--- config.mk ---
export PLATFORM = sky130hd
export DESIGN_NAME = aes_mode_engine
export DESIGN_NICKNAME = d
export VERILOG_FILES = /design/src/rtl/aes_mode_engine.sv
export SDC_FILE = /design/constraint.sdc
export NUM_CORES = 2
export LEC_CHECK = 0
export CAP_MARGIN = 20
export CORE_AREA = 8 8 459 461
export CTS_CLUSTER_SIZE = 28
export DETAILED_ROUTE_END_ITERATION = 16
export DIE_AREA = 0 0 467 469
export RECOVER_POWER = 100
export SLEW_MARGIN = 10
export SYNTH_ARGS = -nofsm -noshare
export SYNTH_HDL_FRONTEND = slang
export SYNTH_SLANG_ARGS = --single-unit
--- constraint.sdc ---
create_clock -name clk -period 39.6 [get_ports clk]
set_input_delay 7.92 -clock clk [delete_from_list [all_inputs] [get_ports clk]]
set_output_delay 7.92 -clock clk [all_outputs]
set_load 0.02 [all_outputs]
--- src/rtl/aes_mode_engine.sv ---
// ECB/CTR (and optionally CBC) mode sequencer around one iterative AES encrypt core.
// Define AES_MODE_CBC_EN to build the CBC chaining path; otherwise mode 01 is rejected like 11.
module aes_mode_engine #(
    parameter int BLOCK_W = 128,
    parameter int KEY_W   = 256,
    parameter int CTR_W   = 32,
    parameter int LEN_W   = 16
) (
    input  logic               clk,
    input  logic               rst,
    input  logic               start,
    input  logic [1:0]         mode,
    input  logic [LEN_W-1:0]   num_blocks,
    input  logic [BLOCK_W-1:0] iv,
    input  logic [KEY_W-1:0]   key,
    input  logic               in_valid,
    output logic               in_ready,
    input  logic [BLOCK_W-1:0] in_data,
    output logic               out_valid,
    input  logic               out_ready,
    output logic [BLOCK_W-1:0] out_data,
    output logic               core_start,
    output logic [BLOCK_W-1:0] core_data_in,
    output logic [KEY_W-1:0]   core_key,
    input  logic [BLOCK_W-1:0] core_data_out,
    input  logic               core_valid,
    output logic               busy,
    output logic               done,
    output logic               err
);
    typedef enum logic [2:0] {IDLE, WAIT_IN, CORE, HOLD_OUT, FINISH} state_t;

    state_t             state, state_nx;
    logic [1:0]         mode_q;
    logic [LEN_W-1:0]   remaining;
    logic [BLOCK_W-1:0] chain;   // CBC chaining value, or CTR counter block
    logic [BLOCK_W-1:0] p_q;
    logic               mode_ok;

    always_comb begin
        mode_ok = (mode == 2'b00) || (mode == 2'b10);
`ifdef AES_MODE_CBC_EN
        mode_ok = mode_ok || (mode == 2'b01);
`endif
    end

    always_ff @(posedge clk or posedge rst) begin
        if (rst) state <= IDLE;
        else     state <= state_nx;
    end

    always_comb begin
        state_nx  = state;
        in_ready  = 1'b0;
        out_valid = 1'b0;
        busy      = (state != IDLE);
        case (state)
            IDLE:     if (start && mode_ok)
                          state_nx = (num_blocks == '0) ? FINISH : WAIT_IN;
            WAIT_IN: begin
                in_ready = 1'b1;
                if (in_valid) state_nx = CORE;
            end
            CORE:     if (core_valid) state_nx = HOLD_OUT;
            HOLD_OUT: begin
                out_valid = 1'b1;
                if (out_ready) state_nx = (remaining > LEN_W'(1)) ? WAIT_IN : FINISH;
            end
            FINISH:   state_nx = IDLE;
            default:  state_nx = IDLE;
        endcase
    end

    // done/err are registered so they land in IDLE: busy has already dropped.
    always_ff @(posedge clk or posedge rst) begin
        if (rst) begin
            mode_q       <= '0;
            remaining    <= '0;
            chain        <= '0;
            p_q          <= '0;
            out_data     <= '0;
            core_start   <= 1'b0;
            core_data_in <= '0;
            core_key     <= '0;
            done         <= 1'b0;
            err          <= 1'b0;
        end else begin
            core_start <= 1'b0;
            done       <= (state == FINISH);
            err        <= (state == IDLE) && start && !mode_ok;
            case (state)
                IDLE: if (start && mode_ok) begin
                    mode_q    <= mode;
                    remaining <= num_blocks;
                    chain     <= iv;
                    core_key  <= key;
                end
                WAIT_IN: if (in_valid) begin
                    p_q        <= in_data;
                    core_start <= 1'b1;
                    case (mode_q)
`ifdef AES_MODE_CBC_EN
                        2'b01:   core_data_in <= in_data ^ chain;
`endif
                        2'b10:   core_data_in <= chain;
                        default: core_data_in <= in_data;
                    endcase
                end
                CORE: if (core_valid) begin
                    case (mode_q)
`ifdef AES_MODE_CBC_EN
                        2'b01: begin
                            out_data <= core_data_out;
                            chain    <= core_data_out;
                        end
`endif
                        2'b10: begin
                            out_data           <= core_data_out ^ p_q;
                            chain[CTR_W-1:0]   <= chain[CTR_W-1:0] + CTR_W'(1);
                        end
                        default: out_data <= core_data_out;
                    endcase
                end
                HOLD_OUT: if (out_ready) remaining <= remaining - LEN_W'(1);
                default: ;
            endcase
        end
    end
endmodule
# Word level (Yosys, flattened, before mapping)
# Cells that the tools add are included.
# Widths: inputs -> output; s select.
# op_classes
n_addsub	2
n_lt_le_gt_ge	1
eq_ne	11
mux	20
bitwise_logic	1
n_reduce_logical	17
# ops
operator	n
$mux 128	2
$xor 128x128->128	1
$mux 32	3
$pmux 32 s2	1
$add 32x1->32 const B	1
$mux 16	2
$pmux 16 s2	1
$mux 3	6
$gt 16x1->1 const B	1
$logic_not 16->1	1
$sub 16x1->16 const B	1
$pmux 3 s4	1
$reduce_and 4->1	2
$eq 3x2->1 const B	2
$ne 2x2->1 const B	3
$reduce_and 2->1	3
$eq 2x2->1 const B	2
$mux 1	4
$ne 2x1->1 const B	2
$reduce_bool 2->1	2
$eq 3x1->1 const B	1
$eq 3x3->1 const B	1
$logic_and 1x1->1	3
$logic_not 3->1	1
5 further kinds	5
# totals
reg_bits	792
inputBits	664
out_inout_bits	518
elab_cells	64

# Longest topological paths before layout
# depth
word_depth	5
ltp_mapped	8
ltp_nobuf	7

# Least setup slack after synthesis
# Ideal clock, no wire load.
# synth_timing
path_kind	register to output
start	register state[2]
end	output port out_valid
arrival_time_ns	1.247
setup_slack_ns	30.433
stages_incl_launch_ff	5
path_buffers	2
cell_sequence	dfrtp_1 > buf_2 > or3_1 > inv_1 > buf_2
# synth_via
elab_chain_len	2
# synth_rtl
element	line	rtl
start: declaration	33	state_t state, state_nx;
start signal: assignment	49	else state <= state_nx;
$eq 3x2->1	57	case (state)
$mux 1	57	
end: declaration	19	output logic out_valid,
# No other way between the ends.

# Final worst setup path
# layout_timing
start	input port in_valid
end	register p_q[98]
# layout_via
elab_chain_len	1
# layout_rtl
element	line	rtl
start: declaration	16	input logic in_valid,
$reduce_and 2->1 (no source line)	--	
end signal: assignment	99	p_q <= in_data;
end: declaration	37	logic [BLOCK_W-1:0] p_q;
# No other way between the ends.
# A chain may end at the register's enable or synchronous reset.

==> impl_metrics.yaml <==
status:
  outcome: "finished, violations left"
  failed_checks: "capacitance limit, slew limit"
final_layout:
  syn2layout_area_growth_pct: 53.0
  postLayoutCellArea_sq_um: 51000
  layout-drive-gt1-share_pct: 6.55
  multi_input_area_sq_um: 12400
  n_fill_cell: 22000
  final_cell_mix: "nand2_1, dfrtp_1, clkdlybuf4s50_1"
  final_common_cell: "nand2_1"
  final_nets: 5335
  seqCellArea_sq_um: 19800
critical_path:
  max_stage_delay_ns: 5.43
  cp.depth: 7
  rrSetupSlack_ns: 23.77
  setup.worst_path.class: "input port to flip-flop"
  cp.arrival_ns: 23.02
  crit_required_ns: 40.23
  path_delay_family: "buffers and inverters"
  ff2ff_path_depth: 8
  cpMostUsedCell: "clkbuf_1"
  critPathCaptureType: "flip-flop"
  cp_max_fo: 165
  reg2reg_from: "state[0]"
  start_kind: "input port"
  slowest_stage: "clkbuf_1"
  critPathBufInv: 5
  cp-endpoint: "p_q[98]"
  critPathLaunch: "in_valid"
  regToRegEndpoint: "p_q[98]"
  path_cells: "dlygate4sd3_1 > and2_0 > clkbuf_1 > clkbuf_1 > clkbuf_1 > clkbuf_1 > mux2_2"
floorplanning:
  ioPinCount: 1182
  start_util_pct: 16.4
  core_area_sq_um: 203000
  num_rows: 166
  die-area_sq_um: 219000
  die_h_um: 469
  die_w_um: 467
global_routing:
  grt_pass1_vias: 31100
  grt.overflow.total: 0
  grtUsageMet1_pct: 19.0
  use_met2_pct: 26.3
  antenna_found_initial: 106
  gr-usage-all-layers_pct: 16.4
  top_usage_layer: "met2"
  grt_max_degree: 166
  grt_pass1_wl_um: 255000
  grt_use_met3_pct: 7.19
logic_synthesis:
  synthFlopType: "dfrtp_1"
  synth_nets: 4244
  synth.avg_cell_area_sq_um: 9.32
  async_reset_ff_share_pct: 100
  synth_area_leader_cell: "dfrtp_1"
  yosysTopAreaCellShare_pct: 59.5
  ys_warn_count: 0
  netlist_area_sq_um: 33300
  ys_ff_latch: 792
  ys_top_cells_by_area: "dfrtp_1, nand2_1, mux2_2, xor2_1, a31oi_1"
  synth.yosys.seq_area_share_pct: 59.5
  synth_cell_types: 63
  synth_edf_count: 0
  synthCells: 3577
route:
  drcViolationCount: 0
  avgRoutedWirePerCell_um: 25.1
  first_pass_iters: 5
  drt-total-wl_um: 188000
  vias_per_cell: 4.09
  vias: 30500
  ant_nets: 0
  drt_iter0_markers: 2283
sta:
  fin_crit_ns: 22.39
  worst_pin_slew_ns: 7.72
  tns_ns: 0
  drv_slew: 2028
  period_share_pct: 56.5
  rsz0062_at_grt: "no"
  hold_viol_final: 0
  skew_ns: 0.0323
  relSlewSlack_pct: -415
  fmaxAchievable_mhz: 44.7
  setup_viol: 0
placed_design:
  finalWeightedCongestion: 0.904
  place_area_sq_um: 47800
  numPortBuffers: 1181
  dp_hpwl_um: 151000
power_and_ir_drop:
  worst_ir_drop_vdd_mv: 0.0328
  p_leak_nw: 22.6
  power_density_nw_per_um2: 79.0
  total_power_mw: 4.03
clock_tree:
  root_buffer: "clkbuf_16"
  holdBufCountCts: 0
  clk_latency_ns: 0.73
  cts.clk_slew.worst_paths_ns: 0.06
  cts_setup_buffers: 0
  cts_sinks: 792
  cts_tree: "yes"
  cts_buffers: 98
  htree_levels: 3
  ctsResizeCount: 0
  cts_buffer_depth: 3
worst_hold_path:
  min_from: "out_data[127]"
  worst_hold_path_type: "flip-flop to flip-flop"
job:
  max_cap_viol_count: 28
-- metrics by stage --
stage	hold slack, ns	std cells	setup WS (ns)	util (%)
CTS	0.477	7433	27.97	25.1
global route	0.483	7453	15.29	25.1
detailed placement	0.463	7254	27.29	23.5
floorplan	0.446	3577	9.44	-
finish	0.467	7468	17.21	25.1
global placement	0.457	7254	27.39	23.5
-- per-layer routing --
layer	routed length (um)	vias up
li1	-	13800
met1	72600	14900
met2	85300	1369
met3	20500	340
met4	8760	76
met5	509	-
-- power breakdown --
group / internal [mW] / leakage [nW] / total [mW] / switching [mW]
Clock: 0.539 / 1.61 / 0.926 / 0.388
Sequential: 1.18 / 9.72 / 1.42 / 0.238
Combinational: 0.652 / 11.3 / 1.68 / 1.03
-- cells by family after synthesis --
family          count (synthesis)  share of synthesized area (%)
compound gates                409                           7.18
mux                           132                           4.44
simple gates                 1875                           22.1
xor+xnor                      128                           3.36
flops                         792                           59.5
buf+inv                       238                           3.36
fa+ha+maj                       3                          0.113
-- how the worst min path moves through the flow --
stage / end / slack [ns] / depth (start not counted)
finish: out_data[127] / 0.47 / 2
global route: core_key[159] / 0.48 / 2
CTS: chain[123] / 0.48 / 2
global placement: chain[47] / 0.46 / 2
detailed placement: core_key[108] / 0.46 / 2
floorplan: chain[100] / 0.45 / 2
-- cell usage after synthesis (all sizes together), types with 3 or more instances --
master and count:
a21oi 54, nand2 1611, nor2 157, and2 7, mux2 128, clkbuf 96, and4 6, xor2 128
buf 130, nor3 12, and3 8, nor3b 4, nor4 13, inv 12, mux2i 4, a22oi 4
dfrtp 792, o21a 4, nand4 16, nand3 26, o22ai 11, a31oi 134, ha 3, o22a 5
or3 5, o211ai 4, o21ai 165, a2bb2oi 6
-- flip-flops by register name (all words and copies together) (netlist names) --
register	count
err	1
done	1
core_start	1
core_data_in	128
state	3
mode_q	2
p_q	128
chain	128
remaining	16
out_data	128
core_key	256
-- final cells by class --
class,instances,area share [%]
antenna,33,0.162
clock buffer,138,5.54
clock inverter,41,0.893
inverter,12,0.0908
multi-input combinational,2547,24.3
sequential,792,38.9
tap,2688,6.60
timing repair buffer,1217,23.5
-- worst register-to-register path, cell delays in order, from the launching register on --
cell      delay, ns
dfrtp_1        0.73
inv_1          0.21
nor3_1         0.24
and2_0         1.10
clkbuf_1       2.63
clkbuf_1       2.28
clkbuf_1       1.89
clkbuf_1       5.48
mux2_2         1.18
Power figures use the tool's default switching activity.
